===== config.mk =====
export PLATFORM = sky130hd
export DESIGN_NAME = text_row_prefetch
export DESIGN_NICKNAME = d
export VERILOG_FILES = /design/src/rtl/text_pkg.sv /design/src/rtl/line_buf_2bank.sv /design/src/rtl/text_row_prefetch.sv
export SDC_FILE = /design/constraint.sdc
export NUM_CORES = 2
export LEC_CHECK = 0
export BUFFER_PORTS_ARGS = -buffer_cell sky130_fd_sc_hd__buf_2
export CAP_MARGIN = 0
export CORE_MARGIN = 2
export CORE_UTILIZATION = 30
export CTS_CLUSTER_DIAMETER = 150
export DETAILED_ROUTE_END_ITERATION = 6
export PLACE_DENSITY_LB_ADDON = 0.05
export SYNTH_ARGS = -nofsm -noshare
export SYNTH_HDL_FRONTEND = slang
export SYNTH_SLANG_ARGS = --single-unit

===== constraint.sdc =====
create_clock -name pixel_clk -period 5.59 [get_ports pixel_clk]
set_input_delay 0.2795 -clock pixel_clk [delete_from_list [all_inputs] [get_ports pixel_clk]]
set_output_delay 0.2795 -clock pixel_clk [all_outputs]
set_load 0.02 [all_outputs]

===== src/rtl/text_pkg.sv =====
// rtl/text_pkg.sv - shared text-mode timing constants and fill FSM state type
package text_pkg;

   localparam int WORDS_PER_ROW = 40;
   localparam int CHAR_H        = 16;
   localparam int ROWS          = 30;
   localparam int H_ACTIVE      = 640;
   localparam int V_TOTAL       = 525;

   typedef enum logic [1:0] {
      IDLE  = 2'd0,
      ISSUE = 2'd1,
      DRAIN = 2'd2
   } fill_state_t;

endpackage


===== src/rtl/line_buf_2bank.sv =====
// rtl/line_buf_2bank.sv - two-bank character-row line buffer, sync write / async read
module line_buf_2bank #(
   parameter int WORDS = 40
) (
   input  logic        clk,
   input  logic        we,
   input  logic        wr_bank,
   input  logic [5:0]  wr_idx,
   input  logic [31:0] wr_data,
   input  logic        rd_bank,
   input  logic [5:0]  rd_idx,
   output logic [31:0] rd_data
);

   logic [31:0] mem [2][WORDS];

   always_ff @(posedge clk) begin
      if (we) begin
         mem[wr_bank][wr_idx] <= wr_data;
      end
   end

   assign rd_data = mem[rd_bank][rd_idx];

endmodule


===== src/rtl/text_row_prefetch.sv =====
// rtl/text_row_prefetch.sv - copies the next character row from VRAM into the idle
// line-buffer bank during hblank so the colour mapper reads with zero latency
module text_row_prefetch
   import text_pkg::*;
#(
   parameter int READ_LAT = 2,
   parameter int ADDR_W   = 11
) (
   input  logic              pixel_clk,
   input  logic              reset,
   input  logic [9:0]        DrawX,
   input  logic [9:0]        DrawY,
   output logic [ADDR_W-1:0] bram_addr,
   output logic              bram_en,
   input  logic [31:0]       bram_dout,
   output logic [31:0]       row_word,
   output logic              row_valid,
   output logic              fill_busy,
   output logic              overrun
);

   fill_state_t state, state_n;

   logic [ADDR_W-1:0] base;
   logic [ADDR_W-1:0] row_ext;
   logic [5:0]        idx;
   logic [5:0]        issued_idx;
   logic              fill_bank;
   logic [1:0]        bank_valid;
   logic [4:0]        target_row;
   logic              trigger;
   logic              frame_end;
   logic              row_end;
   logic              start;
   logic              issue;
   logic              finish;
   logic              upstream_busy;
   logic [31:0]       buf_word;

   logic [READ_LAT-1:0] pipe_v;
   logic [5:0]          pipe_idx [READ_LAT];

   // The displayed bank is DrawY[4]; the target row is always the other parity.
   always_comb begin
      frame_end  = (DrawY == 10'(V_TOTAL - 1));
      row_end    = (DrawY[3:0] == 4'hF) && (DrawY < 10'(ROWS * CHAR_H - 1));
      trigger    = (DrawX == 10'(H_ACTIVE)) && (row_end || frame_end);
      target_row = frame_end ? 5'd0 : DrawY[8:4] + 5'd1;
      row_ext    = ADDR_W'(target_row);
   end

   always_comb begin
      state_n       = state;
      start         = 1'b0;
      issue         = 1'b0;
      finish        = 1'b0;
      upstream_busy = bram_en;
      for (int i = 0; i < READ_LAT - 1; i++) begin
         upstream_busy = upstream_busy | pipe_v[i];
      end
      case (state)
         IDLE: begin
            if (trigger) begin
               start   = 1'b1;
               state_n = ISSUE;
            end
         end
         ISSUE: begin
            issue = 1'b1;
            if (idx == 6'(WORDS_PER_ROW - 1)) begin
               state_n = DRAIN;
            end
         end
         DRAIN: begin
            // Only the head stage may still hold data; it is written on this same edge.
            if (!upstream_busy) begin
               finish  = 1'b1;
               state_n = IDLE;
            end
         end
         default: state_n = IDLE;
      endcase
   end

   always_ff @(posedge pixel_clk) begin
      if (reset) begin
         state <= IDLE;
      end else begin
         state <= state_n;
      end
   end

   always_ff @(posedge pixel_clk) begin
      if (reset) begin
         bram_en    <= 1'b0;
         bram_addr  <= '0;
         fill_busy  <= 1'b0;
         overrun    <= 1'b0;
         bank_valid <= 2'b00;
         pipe_v     <= '0;
         base       <= '0;
         idx        <= '0;
         issued_idx <= '0;
         fill_bank  <= 1'b0;
      end else begin
         bram_en <= issue;
         if (issue) begin
            bram_addr  <= base + ADDR_W'(idx);
            issued_idx <= idx;
            idx        <= idx + 6'd1;
         end
         if (start) begin
            base                     <= (row_ext << 5) + (row_ext << 3);
            idx                      <= '0;
            fill_bank                <= target_row[0];
            bank_valid[target_row[0]] <= 1'b0;
            fill_busy                <= 1'b1;
         end
         if (finish) begin
            bank_valid[fill_bank] <= 1'b1;
            fill_busy             <= 1'b0;
         end
         if (trigger && (state != IDLE)) begin
            overrun <= 1'b1;
         end
         pipe_v[0] <= bram_en;
         for (int i = 1; i < READ_LAT; i++) begin
            pipe_v[i] <= pipe_v[i-1];
         end
      end
   end

   always_ff @(posedge pixel_clk) begin
      pipe_idx[0] <= issued_idx;
      for (int i = 1; i < READ_LAT; i++) begin
         pipe_idx[i] <= pipe_idx[i-1];
      end
   end

   line_buf_2bank #(
      .WORDS (WORDS_PER_ROW)
   ) u_line_buf (
      .clk     (pixel_clk),
      .we      (pipe_v[READ_LAT-1]),
      .wr_bank (fill_bank),
      .wr_idx  (pipe_idx[READ_LAT-1]),
      .wr_data (bram_dout),
      .rd_bank (DrawY[4]),
      .rd_idx  (DrawX[9:4]),
      .rd_data (buf_word)
   );

   assign row_word  = (DrawX < 10'(H_ACTIVE)) ? buf_word : 32'h0;
   assign row_valid = bank_valid[DrawY[4]];

endmodule


==> impl_results.md <==
- Final nets: around 5000
- Simple-Gate Fraction of Synth Area: 0.02361
- Vias in the first global route: 51930
- Final TNS setup: 0 ns
- Max-cap violations: 0
- Slew HR: 0.1176
- Number of enable flip-flop cells after synthesis: around 2600
- Worst min-delay path class: input pin to flop
- Core Rows: 212
- CTS tree: yes
- Compound-Gate Fraction of Synth Area: 0.02510
- Switching power: around 10 mW
- Wire per inst: 38.28 um
- PnR worst setup slack: 0.5053 ns
- Worst skew pair latency: 0.91 ns
- Post-DP HPWL: 230.2 mm
- Syn Inst Count: roughly 4500
- Area of the multi-input gates: 21560 um^2
- Register area: 77850 um^2
- FILL cells: roughly 31000
- #FFs+latches synth: 2609
- Share of cells above drive strength 1: 0.3024
- Final slew viol count: 0
- Fmax: ~200 MHz
- Overall power: approximately 43 mW
- Final wirelength: 372.0 mm
- Worst EP required: about 5.3 ns
- Final Hold Fails: 0
- Gr ovfl total: 0
- Post-synth top flop: edfxtp_1
- Internal power: 33.60 mW
- Max VDD drop: between 200 and 250 uV
- Top Ports: 101
- Leak: ~37 nW
- PortBufs: 100
- Syn Std Cell Area: 100200 um^2
- Syn nets: 4608
- Clock buffer count from CTS: 310
- Pwr Density: 366.5 nW/um^2
- Seq/Total Area, Yosys: 0.7773
- Final min period: 5.085 ns
- CTS resizes: 0
- Post-layout util: 0.3556
- Post-Synth XOR/XNOR Area: 0.001212
- CP startpoint kind: input pin
- Commonest cells after routing, fill and taps aside: edfxtp_1 (2560), mux4_2 (634), buf_4 (338), clkbuf_16 (317), nand2_1 (152)
- Initial antenna violation count: 46
- Root Driver: clkbuf_16
- Async SR Flop Fraction: 0
- Die Ht: 581.8 um
- Reg2reg start: pipe_v[1]$_SDFF_PP0_
- Placement Setup Slack: 0.4438 ns
- Post-route ant nets: 0
- Hold path cells: 6
- Clock Pin Slew Worst Setup and Hold Paths: 0.06 ns
- CTS hold repair buffers: 31
- Critical path class: input pin to primary output
- Die boundary width: 581.8 um
- Post-synthesis mux area share: 0.1569
- Sw Share: 0.2253
- CTS max path bufs: 4
- Drc violations: 0
- Post-CTS Repair Setup Buffers: 0
- Sequential fraction of design power: 0.495
- GRT Total Usage: 0.2176
- Adder-Cell Fraction of Synth Area: 0.001649
- Status: completed
- Clock power share: 0.450
- GP Congestion: 0.7904
- Reg2reg path depth: 4
- Avg Vias per Cell: 5.259
- Maximum fanout along the worst path: 54
- Gate power share: 0.055
- Iter 0 DRT Violations: 5697
- Library cells used by synthesis: 75
- DR vias: 51110
- Global-route wire length before repair: between 400 and 500 mm
- Synthesized area per cell: 22.05 um^2
- Worst clock skew: around 0.032 ns
- Largest net degree at the start of global routing: 81
- Router iterations before antenna repair: 5
- Critical path capture point type: primary output
- RSZ-0062 raised after global routing: no
- CP arrival: 4.81 ns
- Period utilization: 0.9096
- Largest family of logic cells by synthesized area: multiplexers
- Initial Util: 0.3009
- Worst slew pin tran: about 1.3 ns
- Die area: 338500 um^2
- Setup crit start: DrawY[4]
- Sink Count: around 2600
- Max H-tree Level: 5
- Area grow syn2layout: 18.17%
- Most common cell after layout, fill and taps aside: edfxtp_1
- Synth Warn #: 0
- HP Start: DrawY[6]
- # setup viols final: 0
- Core Area: 332900 um^2
-- cell usage after synthesis, drive strengths merged (32+ instances only) --
cell type	instances	area [um^2]
buf	162	1060
nand3	58	290.3
o21ai	32	160.1
edfxtp	2560	76870
mux4	634	14280
a22oi	81	608.1
mux2i	130	1301
nand2	152	570.6
o22ai	44	275.3
nor3	41	205.2
a21oi	74	370.4
dfxtp	49	980.9
clkbuf	79	296.5
nor2	147	554.3
-- state kept, by name (all words and copies together) (netlist names) --
name	flops
bram_addr	11
bram_en	1
overrun	1
pipe_v	2
bank_valid	2
base	8
idx	6
fill_busy	1
state	2
pipe_idx	12
u_line_buf.mem	2560
issued_idx	3
-- cell families (layout without fill, tap and decap cells) --
family | after synthesis | in the layout
other cells | 0 | 15
xor+xnor | 13 | 13
compound gates | 364 | 364
buf+inv | 259 | 1032
mux | 776 | 776
flops | 2609 | 2609
simple gates | 509 | 509
fa+ha+maj | 12 | 12
-- power by group through the flow --
stage,clock network [mW],registers [mW],logic [mW]
after floorplan,0,21.9,1.03
after global placement,0,21.9,2.41
after detailed placement,0,21.9,2.41
after CTS,20.0,21.5,2.43
after global routing,20.7,21.5,2.49
final,19.5,21.5,2.37
-- worst max-delay path, stage by stage --
cell,delay (ns)
buf_8,0.55
buf_4,0.34
buf_4,0.23
mux4_2,0.54
mux2_2,0.31
a22oi_1,1.03
o41ai_1,0.54
a221o_1,0.62
buf_2,0.25
-- path summary, 6_finish.rpt --
path / slack [ns] / to
worst max-delay path: 0.51 / row_word[15]
worst min-delay path: 0.07 / base[9]$_SDFFE_PP0N_
worst max register to register: 1.63 / u_line_buf.mem[0][869]$_DFFE_PP_
worst min register to register: 0.32 / pipe_idx[0][10]$_DFF_P_
-- cell type report --
class,instances,share of cell area
sequential,2609,0.6578
multi-input combinational,1674,0.1821
clock buffer,393,0.06985
tap,4387,0.04637
timing repair buffer,467,0.03188
clock inverter,154,0.01104
inverter,18,0.0006448
antenna,15,0.0003171
-- per-layer routing --
metal | up-vias | global-route usage | part of all wire
li1 | 20380 | - | -
met1 | 28690 | 0.3186 | 0.46
met2 | 1623 | 0.3422 | 0.46
met3 | 405 | 0.03324 | 0.054
met4 | 10 | 0.04610 | 0.020
met5 | - | 0 | 0.00015
-- per-stage QoR --
stage | std cells | hold WS [ns] | instance area [um^2]
final | 9717 | 0.06857 | 118400
after global routing | 9704 | 0.1086 | 118300
after CTS | 9702 | 0.004981 | 118300
after detailed placement | 9124 | 0.3184 | 108400
after global placement | 9124 | 0.3139 | 108400
after floorplan | 4542 | 0.3096 | 100200
No activity file was read; power rests on OpenSTA's default activity.
